$ cat src/rtl/wb_bram_pkg.sv
// Shared types, widths and the byte-lane merge helper for the Wishbone BRAM slave.
package wb_bram_pkg;

   localparam int unsigned DATA_WIDTH     = 32;
   localparam int unsigned ADDR_WIDTH     = 14;
   localparam int unsigned SEL_WIDTH      = DATA_WIDTH / 8;
   localparam int unsigned OFS_WIDTH      = $clog2(SEL_WIDTH);
   localparam int unsigned BUS_ADDR_WIDTH = ADDR_WIDTH + OFS_WIDTH;

   typedef enum logic [1:0] {
      IDLE,
      RD_WAIT,
      RMW,
      ACK
   } state_t;

   // Request captured when a strobe is accepted in IDLE
   typedef struct packed {
      logic [ADDR_WIDTH-1:0] addr;
      logic [DATA_WIDTH-1:0] wdata;
      logic [SEL_WIDTH-1:0]  sel;
   } req_t;

   function automatic logic [DATA_WIDTH-1:0] byte_merge(
      input logic [DATA_WIDTH-1:0] old_word,
      input logic [DATA_WIDTH-1:0] new_word,
      input logic [SEL_WIDTH-1:0]  sel
   );
      logic [DATA_WIDTH-1:0] merged;
      merged = old_word;
      for (int i = 0; i < SEL_WIDTH; i++) begin
         if (sel[i]) merged[8*i +: 8] = new_word[8*i +: 8];
      end
      return merged;
   endfunction

endpackage

$ cat src/rtl/wb_bram_if.sv
// Wishbone classic-cycle bus between a master and the BRAM slave.
interface wb_bram_if;
   import wb_bram_pkg::*;

   logic                      wb_cyc_i;
   logic                      wb_stb_i;
   logic                      wb_we_i;
   logic [BUS_ADDR_WIDTH-1:0] wb_adr_i;
   logic [DATA_WIDTH-1:0]     wb_dat_i;
   logic [SEL_WIDTH-1:0]      wb_sel_i;
   logic [DATA_WIDTH-1:0]     wb_dat_o;
   logic                      wb_ack_o;

   modport master (
      output wb_cyc_i, wb_stb_i, wb_we_i, wb_adr_i, wb_dat_i, wb_sel_i,
      input  wb_dat_o, wb_ack_o
   );

   modport slave (
      input  wb_cyc_i, wb_stb_i, wb_we_i, wb_adr_i, wb_dat_i, wb_sel_i,
      output wb_dat_o, wb_ack_o
   );
endinterface

$ cat src/rtl/wb_bram_slave.sv
// Wishbone slave fronting a single-port BRAM: hides read latency and
// turns byte-lane writes into read-modify-write of the full word.
module wb_bram_slave
   import wb_bram_pkg::*;
(
   input  logic                  clk,
   input  logic                  rst,
   wb_bram_if.slave              wb,
   output logic [ADDR_WIDTH-1:0] bram_addr,
   output logic                  bram_w_en,
   output logic [DATA_WIDTH-1:0] bram_wdata,
   input  logic [DATA_WIDTH-1:0] bram_rdata
);

   state_t                state_q, state_d;
   req_t                  req_q;
   logic [DATA_WIDTH-1:0] dat_q;

   logic                  req_c;
   logic                  full_c;
   logic                  zero_c;
   logic [ADDR_WIDTH-1:0] adr_word_c;
   logic                  unused_adr_ofs;

   assign adr_word_c     = wb.wb_adr_i[BUS_ADDR_WIDTH-1:OFS_WIDTH];
   assign unused_adr_ofs = ^wb.wb_adr_i[OFS_WIDTH-1:0];
   assign req_c          = wb.wb_cyc_i & wb.wb_stb_i;
   assign full_c         = &wb.wb_sel_i;
   assign zero_c         = ~|wb.wb_sel_i;

   always_ff @(posedge clk or posedge rst) begin
      if (rst) state_q <= IDLE;
      else     state_q <= state_d;
   end

   // Capture address, data and lanes on acceptance
   always_ff @(posedge clk or posedge rst) begin
      if (rst) begin
         req_q <= '0;
      end else if (state_q == IDLE && req_c) begin
         req_q <= '{addr: adr_word_c, wdata: wb.wb_dat_i, sel: wb.wb_sel_i};
      end
   end

   // Read data is held until the next completed read
   always_ff @(posedge clk or posedge rst) begin
      if (rst) begin
         dat_q <= '0;
      end else if (state_q == RD_WAIT && wb.wb_cyc_i) begin
         dat_q <= bram_rdata;
      end
   end

   always_comb begin
      state_d    = state_q;
      bram_addr  = adr_word_c;
      bram_w_en  = 1'b0;
      bram_wdata = '0;

      case (state_q)
         IDLE: begin
            if (req_c) begin
               if (!wb.wb_we_i) begin
                  state_d = RD_WAIT;
               end else if (full_c || zero_c) begin
                  state_d = ACK;
                  // Full-word writes go straight through; gated so reset never writes
                  if (full_c && !rst) begin
                     bram_w_en  = 1'b1;
                     bram_wdata = wb.wb_dat_i;
                  end
               end else begin
                  state_d = RMW;
               end
            end
         end
         RD_WAIT: begin
            bram_addr = req_q.addr;
            state_d   = wb.wb_cyc_i ? ACK : IDLE;
         end
         RMW: begin
            // bram_rdata holds the old word this cycle
            bram_addr  = req_q.addr;
            bram_wdata = byte_merge(bram_rdata, req_q.wdata, req_q.sel);
            bram_w_en  = wb.wb_cyc_i;
            state_d    = wb.wb_cyc_i ? ACK : IDLE;
         end
         ACK: begin
            state_d = IDLE;
         end
         default: begin
            state_d = IDLE;
         end
      endcase
   end

   assign wb.wb_ack_o = (state_q == ACK) & wb.wb_cyc_i;
   assign wb.wb_dat_o = dat_q;

endmodule

$ cat src/flat_wrapper.sv
// flat-port wrapper written by rule: the top's interface ports become plain ports
module wb_bram_slave_flat import wb_bram_pkg::*;
  (clk, rst, bram_addr, bram_w_en, bram_wdata, bram_rdata, wb_wb_cyc_i, wb_wb_stb_i, wb_wb_we_i, wb_wb_adr_i, wb_wb_dat_i, wb_wb_sel_i, wb_wb_dat_o, wb_wb_ack_o);
  wb_bram_if wb_i ();
  input  logic clk;
  input  logic rst;
  output logic [ADDR_WIDTH-1:0] bram_addr;
  output logic bram_w_en;
  output logic [DATA_WIDTH-1:0] bram_wdata;
  input  logic [DATA_WIDTH-1:0] bram_rdata;
  input wire logic [$bits(wb_i.wb_cyc_i)-1:0] wb_wb_cyc_i;
  input wire logic [$bits(wb_i.wb_stb_i)-1:0] wb_wb_stb_i;
  input wire logic [$bits(wb_i.wb_we_i)-1:0] wb_wb_we_i;
  input wire logic [$bits(wb_i.wb_adr_i)-1:0] wb_wb_adr_i;
  input wire logic [$bits(wb_i.wb_dat_i)-1:0] wb_wb_dat_i;
  input wire logic [$bits(wb_i.wb_sel_i)-1:0] wb_wb_sel_i;
  output wire logic [$bits(wb_i.wb_dat_o)-1:0] wb_wb_dat_o;
  output wire logic [$bits(wb_i.wb_ack_o)-1:0] wb_wb_ack_o;
  assign wb_i.wb_cyc_i = wb_wb_cyc_i;
  assign wb_i.wb_stb_i = wb_wb_stb_i;
  assign wb_i.wb_we_i = wb_wb_we_i;
  assign wb_i.wb_adr_i = wb_wb_adr_i;
  assign wb_i.wb_dat_i = wb_wb_dat_i;
  assign wb_i.wb_sel_i = wb_wb_sel_i;
  assign wb_wb_dat_o = wb_i.wb_dat_o;
  assign wb_wb_ack_o = wb_i.wb_ack_o;
  wb_bram_slave u_core (.clk(clk), .rst(rst), .wb(wb_i), .bram_addr(bram_addr), .bram_w_en(bram_w_en), .bram_wdata(bram_wdata), .bram_rdata(bram_rdata));
endmodule
$ cat config.mk
export PLATFORM = sky130hd
export DESIGN_NAME = wb_bram_slave_flat
export DESIGN_NICKNAME = d
export VERILOG_FILES = /design/src/rtl/wb_bram_pkg.sv /design/src/rtl/wb_bram_if.sv /design/src/rtl/wb_bram_slave.sv /design/src/flat_wrapper.sv
export SDC_FILE = /design/constraint.sdc
export NUM_CORES = 1
export LEC_CHECK = 0
export BUFFER_PORTS_ARGS = -buffer_cell sky130_fd_sc_hd__buf_4
export CELL_PAD_IN_SITES_DETAIL_PLACEMENT = 1
export CELL_PAD_IN_SITES_GLOBAL_PLACEMENT = 2
export CORE_ASPECT_RATIO = 0.8
export CORE_MARGIN = 5
export CORE_UTILIZATION = 30
export CTS_BUF_LIST = sky130_fd_sc_hd__clkbuf_8
export DETAILED_ROUTE_END_ITERATION = 6
export GPL_TIMING_DRIVEN = 0
export PLACE_DENSITY_LB_ADDON = 0.1
export SETUP_SLACK_MARGIN = 0.4
export SLEW_MARGIN = 5
export SYNTH_ARGS = -nofsm -noshare
export SYNTH_HDL_FRONTEND = slang
export SYNTH_SLANG_ARGS = --single-unit
$ cat constraint.sdc
create_clock -name clk -period 4.5 [get_ports clk]
set_input_delay 0.9 -clock clk [delete_from_list [all_inputs] [get_ports clk]]
set_output_delay 0.9 -clock clk [all_outputs]
set_load 0.01 [all_outputs]
After elaboration in Yosys (flattened, before gate mapping)

Index checks and enable logic that the tools add are counted.

Register bits: 84
Bits of input ports: 89
Output and inout port bits: 80

Equality and inequality tests: 4
Multiplexer cells: 20
Bitwise operators: 2
Reduce and logical (&&, ||, !) cells: 10

Operators by type and width:

| cell                                                 | count |
|---|---|
| two-way mux 32 bit                                   | 4 |
| case mux 32 bit (2 select lines)                     | 1 |
| two-way mux 8 bit                                    | 4 |
| two-way mux 14 bit                                   | 1 |
| two-way mux 2 bit                                    | 3 |
| case mux 2 bit (3 select lines)                      | 1 |
| two-way mux 1 bit                                    | 5 |
| equality test 2 bit (second input constant)          | 2 |
| AND reduction 4 bit                                  | 1 |
| OR reduction 4 bit                                   | 1 |
| logical AND 1 bit                                    | 3 |
| bitwise AND 1 bit                                    | 2 |
| equality test 2 x 1 -> 1 bit (second input constant) | 1 |
| logical NOT 1 bit                                    | 2 |
| logical NOT 2 bit                                    | 1 |
| != test 2 x 1 -> 1 bit (second input constant)       | 1 |
| case mux 1 bit (2 select lines)                      | 1 |
| OR reduction 2 bit                                   | 1 |
| logical OR 1 bit                                     | 1 |

Depth between registers and ports, before layout

Gate-level depths: netlist of run 1.

Word-level depth: 7
Gate-level depth with buffers: 6
Gate-level depth less buffers: 5

Worst setup path before layout of run 1

No wires, ideal clock.

Path type: input to output
Start point: input port rst
End point: output port bram_wdata[0]
Arrival: 3506 ps
Setup slack: 94 ps
Cell stages on the path: 5
Buffers on the path: 2
Cell sequence: inv_1 and3_1 buf_6 buf_8 a32o_1

Cells in the longest elaborated chain, start to end: 7

RTL lines:

| item                               | RTL line            | RTL |
|---|---|---|
| from (decl)                        | flat_wrapper.sv:6   | `input logic rst;` |
| logical NOT 1 bit (no source line) | --                  |  |
| logical AND 1 bit                  | wb_bram_slave.sv:68 | `if (full_c && !rst) begin` |
| two-way mux 32 bit                 | wb_bram_slave.sv:68 |  |
| two-way mux 32 bit                 | wb_bram_slave.sv:65 | `end else if (full_c \|\| zero_c) begin` |
| two-way mux 32 bit                 | wb_bram_slave.sv:63 | `if (!wb.wb_we_i) begin` |
| two-way mux 32 bit                 | wb_bram_slave.sv:62 | `if (req_c) begin` |
| case mux 32 bit (2 select lines)   | wb_bram_slave.sv:60 | `case (state_q)` |
| to (decl)                          | flat_wrapper.sv:9   | `output logic [DATA_WIDTH-1:0] bram_wdata;` |

No other way between the ends.

Worst setup path after layout of run 1

Start point: input port rst
End point: output port bram_wdata[28]

Same word-level chain as after synthesis.

==> metrics.yaml, run 1 <==
run_status:
  status: "completed"
cells_and_area:
  diodes: 0
  fillCellCount: 1542
  nets: 567
  syn2layout_area_growth_pct: 39.0
  drive_above_1_share_pct: 70.9
routing:
  finalWirelength_um: 12900
  viasPerCell: 4.80
  routedWlPerCell_um: 19.5
  dr.pass1.iters: 4
  drtIter0Drc: 113
  drcViolationCount: 0
  vias: 3179
  ant_nets: 0
global_routing:
  grt-ovfl-total: 0
  antenna_found_initial: 0
  grt_usage_pct: 15.2
  grt_pass1_wl_um: 20600
  grt_max_degree: 29
  grt_pass1_vias: 3605
sta:
  setup_ws_ns: 0.899
  worst_pin_slew_ns: 0.631
  fmax_ghz: 0.278
  setup_tns_ns: 0
  post-route-min-period_ns: 3.60
  relSlewSlack_pct: 57.9
  setup_viol: 0
  rsz0062_at_grt: "false"
  hold_violations: 0
  skew_ns: 0.00892
  drv_slew: 0
  period_share_pct: 80.0
critical_path:
  path_class: "in2out"
  setup.worst_path.end_class: "output pin"
  r2r_setup_slack_ns: 2.71
  crit_path_top_delay_cell: "clkinvlp_4"
  crit_path_frequent_cell: "buf_4"
  start_kind: "input pin"
  worstPathArrival_ns: 2.70
  required_ns: 3.60
  slowest_delay_ns: 0.31
  critPathMaxFanout: 26
  crit_chain: "buf_4 > clkinvlp_4 > buf_12 > buf_16 > and3_1 > buf_6 > buf_8 > a32o_1 > buf_4"
floorplan:
  pin_count: 169
  die_width_um: 145
  core-area_um2: 14300
  dieArea_um2: 17100
  start_util_pct: 30.6
  row_count: 39
  die_h_um: 118
pwr:
  pwr-share-seq_pct: 35.0
  irDropWorstVdd_mv: 0.315
  p_sw_w: 0.00125
  power.internal_w: 0.00255
  comb_power_share_pct: 51.9
  sw_frac_of_total_pct: 32.8
  clock_power_share_pct: 13.2
  p_per_area_nw_per_um2: 624
  cellLeakagePower_nw: 2.88
logic_synthesis:
  syn_nets: 388
  yosysWarnings: 0
  syn_inst: 295
  syn_area_per_cell_um2: 14.8
  syn_area_um2: 4380
  synth_top_area_cell: "dfrtp_1"
  synth.area.top_cells: "dfrtp_1, mux2_2, mux2_4"
  ys_types: 24
  yosysSeqAreaShare_pct: 48.0
  synth-seq-cells: 84
  netlist.area_leader.share_pct: 48.0
placement:
  routabilityCongestion: 0.703
  place_ws_ns: 0.850
  place_hpwl_um: 9680
  port_buffers: 165
cts:
  clk_latency_ns: 0.37
  cts_max_level: 3
  postCtsSetupBuffers: 0
  clk_pin_slew_ns: 0.09
  cts_tree: "built"
  cts_root_buffer: "clkbuf_8"
  clockBufferDepth: 2
  cts_resized: 0
  cts_sinks: 84
  numCtsBuffers: 9
  postCtsHoldBufs: 0
run:
  drv_cap: 0
min_path:
  hold_class: "in2async"
## layout by cell type (no fill, tap or decap)
cell type and n:
nand3_1 2, mux2_4 37, clkbuf_1 4, buf_2 9, mux2_2 91, inv_1 5
a32o_2 9, nor4_1 1, o21ai_0 1, and3_4 1, a32o_1 24, and4_1 1
a21o_1 1, buf_16 1, ha_1 4, buf_1 5, a22o_2 1, and3_1 1
clkbuf_8 11, nand2_1 3, buf_8 3, buf_4 165, nand3b_1 1, dfrtp_1 84
o311ai_0 1, buf_12 2, buf_6 6, clkinvlp_4 1, and2_1 1, clkinv_2 2
## cell usage after synthesis
| cell type | n |
|---|---|
| buf_1 | 5 |
| nand3_1 | 2 |
| and4_1 | 1 |
| buf_2 | 9 |
| a22o_2 | 1 |
| buf_8 | 3 |
| buf_6 | 6 |
| nor4_1 | 1 |
| a32o_2 | 9 |
| and3_1 | 1 |
| nand3b_1 | 1 |
| ha_1 | 4 |
| dfrtp_1 | 84 |
| nand2_1 | 3 |
| a21o_1 | 1 |
| and3_4 | 1 |
| clkbuf_1 | 4 |
| mux2_4 | 37 |
| o21ai_0 | 1 |
| a32o_1 | 24 |
| mux2_2 | 91 |
| o311ai_0 | 1 |
| inv_1 | 4 |
| and2_1 | 1 |
## stage by stage
stage | power (W) | std cells | area, um2 | util, % | hold WS (ns)
final | 0.00380 | 662 | 6090 | 42.6 | 0.507
after detailed placement | 0.00335 | 647 | 5920 | 41.4 | 0.491
after global placement | 0.00330 | 644 | 5850 | 40.9 | 0.484
after floorplan | 0.00255 | 295 | 4380 | - | 0.475
after global routing | 0.00407 | 662 | 6090 | 42.6 | 0.513
after CTS | 0.00387 | 662 | 6090 | 42.6 | 0.499
## cell families after synthesis
logic type	Yosys count	synth area share, %
mux	128	36.1
fa+ha+maj	4	1.14
flops	84	48.0
buf+inv	31	4.71
simple gates	11	1.54
compound gates	37	8.51
## sequential cells by signal, summed over array words and instances (netlist names)
signal / count
u_core.req_q: 50
u_core.wb.wb_dat_o: 32
u_core.state_q: 2
## area by class of cell
class,instances,area [um2],area share (%)
sequential,84,2100,34.5
multi-input combinational,180,2070,34.0
timing repair buffer,168,1310,21.5
tap,184,230,3.78
buffer,27,191,3.14
clock buffer,11,151,2.49
inverter,4,18.8,0.308
clock inverter,4,17.5,0.288
## final timing paths
path,startpoint,cells after the start,endpoint
worst max-delay path,rst,9,bram_wdata[28]
max in group asynchronous,rst,4,u_core.req_q[49]$_DFFE_PP0P_
min in group clk,u_core.req_q[46]$_DFFE_PP0P_,1,u_core.req_q[46]$_DFFE_PP0P_
worst min register to register,u_core.req_q[46]$_DFFE_PP0P_,1,u_core.req_q[46]$_DFFE_PP0P_
worst max register to register,u_core.state_q[0]$_DFFE_PP0P_,6,u_core.req_q[34]$_DFFE_PP0P_
worst min-delay path,rst,2,u_core.req_q[24]$_DFFE_PP0P_
## metal layers
layer  wire (um)  track usage, %
met1        6010            19.9
met2        5890            23.5
met3         881            5.74
met4         149            4.02
met5           0               0
## critical path: cells and delay by family
kind / cells / cell delay, ns
buffers and inverters: 7 / 1.32
AO/OA/AOI/OAI: 1 / 0.28
AND/OR/NAND/NOR: 1 / 0.17
## power by group through the flow
stage / logic [W] / registers, W / clock network, W
floorplan: 0.00118 / 0.00137 / 0
global placement: 0.00198 / 0.00132 / 0
detailed placement: 0.00201 / 0.00134 / 0
CTS: 0.00201 / 0.00133 / 0.000530
global route: 0.00213 / 0.00137 / 0.000561
finish: 0.00197 / 0.00133 / 0.000500
Power figures use the tool's default switching activity.
==> run 2: changes to the inputs <==
Clock period 4.5 ns to 3.2 ns, I/O delays scaled along.
==> metrics.yaml, run 2 (synthesis gave the netlist of run 1 again) <==
floorplan:
  core-area_um2: 14300  # unchanged
  pin_count: 169  # unchanged
  die_width_um: 145  # unchanged
  dieArea_um2: 17100  # unchanged
  row_count: 39  # unchanged
  die_h_um: 118  # unchanged
  start_util_pct: 30.6  # unchanged
global_routing:
  grt-ovfl-total: 0  # unchanged
  grt_pass1_wl_um: 21400  # +3.8%
  antenna_found_initial: 0  # unchanged
  grt_max_degree: 37  # +28%
  grt_usage_pct: 15.8  # +0.60 points
  grt_pass1_vias: 3637  # +0.89%
cells_and_area:
  largest_reg_flops: 50  # unchanged
  mostFrequentLayoutCell: "buf_4"
  drive_above_1_share_pct: 72.5  # +1.5 points
  diodes: 0  # unchanged
  stdcell_count: 667  # +0.76%
  final_cell_area_um2: 6150  # +1.1%
  utilization_pct: 43.0  # +0.45 points
  fillCellCount: 1518  # -1.6%
  regMostFlops: "u_core.req_q"
  syn2layout_area_growth_pct: 40.5
  nets: 571  # +0.71%
  final_cell_mix: "buf_4, mux2_2, dfrtp_1"
critical_path:
  required_ns: 2.56  # -1.04 ns
  crit_path_top_delay_cell: "dfrtp_1"
  crit_chain: "inv_1 > ha_2 > and3_4 > buf_6 > clkbuf_4 > a32o_2 > buf_4"
  worstPathArrival_ns: 2.05  # -0.65 ns
  critPathBufInv: 4  # -3
  r2r_setup_slack_ns: 1.46  # -1.25 ns
  path_delay_family: "buffers and inverters"
  slowest_delay_ns: 0.42  # +0.11 ns
  critPathMaxFanout: 10  # -62%
  start_kind: "flip-flop"
  path_class: "reg2out"
  setup.worst_path.end_class: "output pin"
cts:
  clk_latency_ns: 0.37  # about the same
  numCtsBuffers: 9  # unchanged
  clockBufferDepth: 2  # unchanged
  cts_max_level: 3  # unchanged
  cts_tree: "built"
  clk_pin_slew_ns: 0.09  # about the same
  cts_root_buffer: "clkbuf_8"
  postCtsHoldBufs: 0  # unchanged
  cts_sinks: 84  # unchanged
sta:
  worst_pin_slew_ns: 0.768  # +0.137 ns
  skew_ns: 0.0136  # +0.00466 ns
  hold_violations: 0  # unchanged
  hold_slack_ns: 0.376  # -0.131 ns
  setup_viol: 0  # unchanged
  post-route-min-period_ns: 2.69
  drv_slew: 0  # unchanged
  rsz0062_at_grt: "false"
  relSlewSlack_pct: 48.5  # -9.4 points
  fmax_ghz: 0.372
  setup_tns_ns: 0  # unchanged
  period_share_pct: 84.0
placement:
  routabilityCongestion: 0.721  # +2.6%
  dp.cells: 646  # -0.15%
  place_hpwl_um: 9710  # +0.26%
  dpl_cell_area_um2: 5890  # -0.47%
  port_buffers: 165  # unchanged
routing:
  ant_nets: 0  # unchanged
  finalWirelength_um: 13600  # +4.8%
  vias: 3178  # -0.031%
  dr.pass1.iters: 4  # unchanged
  drcViolationCount: 0  # unchanged
  drtIter0Drc: 105  # -7.1%
  routedWlPerCell_um: 20.3  # +4.0%
  viasPerCell: 4.76  # -0.78%
pwr:
  cellLeakagePower_nw: 2.91  # +1.1%
  p_per_area_nw_per_um2: 893  # +43%
  irDropWorstVdd_mv: 0.359  # +14%
min_path:
  hold_class: "in2async"
run:
  drv_cap: 0  # unchanged
run_status:
  status: "completed"
[run 2: changes by cell type in the layout (fill, tap and decap cells not counted), sizes merged]
cell,delta
clkinvlp,+1
inv,-1
bufinv,+1
buf,+2
clkinv,+2
[run 2: path summary, 6_finish.rpt]
| path | startpoint | end | cells after the start |
|---|---|---|---|
| setup / recovery | u_core.state_q[1]$_DFFE_PP0P_ | bram_wdata[18] | 7 |
| max in group asynchronous | rst | u_core.wb.wb_dat_o[1]$_DFFE_PP0P_ | 3 |
| hold / removal | rst | u_core.req_q[42]$_DFFE_PP0P_ | 3 |
| hold reg to reg | u_core.req_q[43]$_DFFE_PP0P_ | u_core.req_q[43]$_DFFE_PP0P_ | 1 |
| min in group clk | bram_rdata[19] | u_core.wb.wb_dat_o[19]$_DFFE_PP0P_ | 2 |
| setup reg to reg | u_core.state_q[1]$_DFFE_PP0P_ | u_core.req_q[13]$_DFFE_PP0P_ | 6 |
[run 2: report_power, final]
part	leakage (nW)	switching (W)	total, W	internal [W]
combinational	1.81	0.00112	0.00284	0.00172
sequential	0.995	0.000268	0.00187	0.00160
clock	0.108	0.000411	0.000793	0.000382
[run 2: repair_timing]
| action | CTS | global route |
|---|---|---|
| gates cloned | 1 | 0 |
| setup buffers | 1 | 3 |
| endpoints found under the setup margin | 42 | 42 |
| pin swaps | 0 | 0 |
| resized for setup | 7 | 5 |
[run 2: routing by layer]
metal,vias to the layer above,GRT usage [%],part of all wire (%),wire length (um)
met5,-,0,0,0
li1,1480,-,-,-
met4,0,2.62,0.69,94
met1,1587,21.2,47,6350
met3,6,6.35,6.9,932
met2,105,24.3,46,6180
[run 2: area by class of cell]
class / count / area, um2 / share of cell area [%]
buffer: 27 / 213 / 3.46
clock buffer: 10 / 138 / 2.24
clock inverter: 6 / 65.1 / 1.06
inverter: 4 / 18.8 / 0.305
multi-input combinational: 180 / 2070 / 33.7
sequential: 84 / 2100 / 34.2
tap: 184 / 230 / 3.74
timing repair buffer: 171 / 1310 / 21.3
timing repair inverter: 1 / 5.00 / 0.0813
[run 2: metrics by stage]
stage | total power [W] | setup WS (ns)
after global placement | 0.00464 | -1.31
after CTS | 0.00557 | 0.408
after global routing | 0.00589 | 0.392
after detailed placement | 0.00471 | -0.177
after floorplan | 0.00358 | -0.220
final | 0.00550 | 0.511
[run 2: worst reg2reg max path, stage by stage, from the launching register on]
cell and delay, ns:
dfrtp_1 0.43, inv_1 0.10, ha_2 0.23, and3_4 0.20, buf_6 0.15, buf_6 0.21
mux2_4 0.31
==> run 3: changes to the inputs <==
Settings changed: CORE_UTILIZATION 30 to 33.
Clock period 3.2 ns to 2.79 ns, I/O delays scaled along.
==> metrics.yaml, run 3 (synthesis gave the netlist of run 1 again) <==
run_status:
  status: "completed"
floorplan:
  pin_count: 169  # unchanged
  row_count: 37  # -5.1%
  core-area_um2: 12900  # -9.7%
  dieArea_um2: 15700  # -8.4%
  die_h_um: 113  # -4.3%
  start_util_pct: 33.9  # +3.3 points
  die_width_um: 139  # -4.3%
critical_path:
  worstPathArrival_ns: 1.80  # -0.25 ns
  required_ns: 2.23  # -0.33 ns
  slowest_delay_ns: 0.26  # -0.16 ns
  path_class: "in2out"
  setup.worst_path.end_class: "output pin"
  critPathBufInv: 6  # +2
  path_delay_family: "buffers and inverters"
  critPathMaxFanout: 10  # unchanged
  crit_path_top_delay_cell: "a32o_1"
  start_kind: "input pin"
  crit_chain: "buf_4 > clkinvlp_4 > buf_12 > and3_1 > buf_6 > buf_8 > a32o_1 > buf_4"
  crit_path_frequent_cell: "buf_4"
routing:
  drtIter0Drc: 73  # -30%
  ant_nets: 0  # unchanged
  viasPerCell: 4.91  # +3.1%
  dr.pass1.iters: 4  # unchanged
  finalWirelength_um: 14100  # +3.9%
  routedWlPerCell_um: 21.0  # +3.3%
  drcViolationCount: 0  # unchanged
  vias: 3295  # +3.7%
cts:
  clk_latency_ns: 0.36  # about the same
  clockBufferDepth: 2  # unchanged
  cts_sinks: 84  # unchanged
  cts_root_buffer: "clkbuf_8"
  postCtsHoldBufs: 0  # unchanged
  cts_max_level: 3  # unchanged
  clk_pin_slew_ns: 0.09  # about the same
  numCtsBuffers: 9  # unchanged
  cts_tree: "built"
sta:
  drv_slew: 0  # unchanged
  worst_pin_slew_ns: 0.592  # -0.176 ns
  relSlewSlack_pct: 60.3  # +12 points
  fmax_ghz: 0.423
  skew_ns: 0.0170  # +0.00344 ns
  setup_ws_ns: 0.428  # -0.0837 ns
  post-route-min-period_ns: 2.36
  setup_tns_ns: 0  # unchanged
  hold_violations: 0  # unchanged
  rsz0062_at_grt: "true"
  period_share_pct: 84.7
  setup_viol: 0  # unchanged
cells_and_area:
  utilization_pct: 51.4  # +8.4 points
  mostFrequentLayoutCell: "buf_4"
  drive_above_1_share_pct: 76.6  # +4.1 points
  regMostFlops: "u_core.req_q"
  syn2layout_area_growth_pct: 51.6
  final_cell_mix: "buf_4, dfrtp_1, mux2_2"
  diodes: 0  # unchanged
  nets: 584  # +2.3%
  stdcell_count: 671  # +0.60%
  largest_reg_flops: 50  # unchanged
  fillCellCount: 1338  # -12%
pwr:
  p_per_area_nw_per_um2: 1040  # +16%
  irDropWorstVdd_mv: 0.452  # +26%
  cellLeakagePower_nw: 3.19  # +9.6%
global_routing:
  grt_max_degree: 35  # -5.4%
  grt_pass1_vias: 3696  # +1.6%
  grt_pass1_wl_um: 21700  # +1.6%
  grt_usage_pct: 17.6  # +1.9 points
  antenna_found_initial: 0  # unchanged
  grt-ovfl-total: 0  # unchanged
placement:
  routabilityCongestion: 0.727  # +0.79%
  dp.cells: 637  # -1.4%
  place_hpwl_um: 9720  # +0.15%
  place_ws_ns: -0.212  # -0.0347 ns
  port_buffers: 165  # unchanged
min_path:
  hold_class: "in2async"
run:
  drv_cap: 0  # unchanged
[run 3: cell types whose count changed in the layout (fill, tap and decap cells not counted), sizes merged]
cell / before / now
bufbuf: 0 / 1
clkinv: 4 / 2
buf: 193 / 207
clkinvlp: 2 / 3
clkbuf: 15 / 14
[run 3: metal layers]
layer	GRT usage, %	vias up	share of wire (%)
li1	-	1504	-
met1	23.5	1666	46
met2	28.4	116	46
met3	5.37	9	6.9
met4	4.11	0	0.93
met5	0	-	0
[run 3: report_power, final]
| part | total (W) | internal, W | leakage, nW | switching (W) |
|---|---|---|---|---|
| clock | 0.000924 | 0.000458 | 0.107 | 0.000466 |
| sequential | 0.00215 | 0.00184 | 0.995 | 0.000316 |
| combinational | 0.00383 | 0.00241 | 2.09 | 0.00142 |
| total | 0.00691 | 0.00471 | 3.19 | 0.00220 |
[run 3: area by class of cell]
cell class / instances / area (um2) / share of cell area [%]
Buffer: 27 / 304 / 4.58
Clock buffer: 11 / 151 / 2.28
Clock inverter: 5 / 51.3 / 0.773
Inverter: 4 / 18.8 / 0.283
Multi-Input combinational cell: 180 / 2130 / 32.1
Sequential cell: 84 / 2100 / 31.7
Tap cell: 175 / 219 / 3.30
Timing Repair Buffer: 184 / 1660 / 25.0
Timing Repair inverter: 1 / 5.00 / 0.0754
[run 3: final timing paths]
kind / from / slack [ns] / cells after the start / endpoint
worst max-delay path: rst / 0.43 / 8 / bram_wdata[2]
worst min-delay path: rst / 0.26 / 2 / u_core.req_q[28]$_DFFE_PP0P_
worst max register to register: u_core.state_q[0]$_DFFE_PP0P_ / 0.92 / 8 / u_core.req_q[37]$_DFFE_PP0P_
worst min register to register: u_core.req_q[35]$_DFFE_PP0P_ / 0.50 / 1 / u_core.req_q[35]$_DFFE_PP0P_
max in group asynchronous: rst / 1.97 / 3 / u_core.wb.wb_dat_o[11]$_DFFE_PP0P_
min in group clk: bram_rdata[17] / 0.43 / 2 / u_core.wb.wb_dat_o[17]$_DFFE_PP0P_
[run 3: stage by stage]
step           total power [W]  area [um2]  hold slack [ns]
2_1_floorplan          0.00411        4380            0.475
6_report               0.00691        6640            0.261
4_1_cts                0.00671        6370            0.249
3_5_place_dp           0.00541        5880            0.490
3_3_place_gp           0.00531        5840            0.484
5_1_grt                0.00735        6640            0.264
[run 3: repair_timing]
action | 4_1_cts | 5_1_grt
pin swaps | 4 | 27
cloned | 4 | 2
gates resized for setup | 41 | 62
setup buffers | 10 | 2
endpoints found under the setup margin | 47 | 46
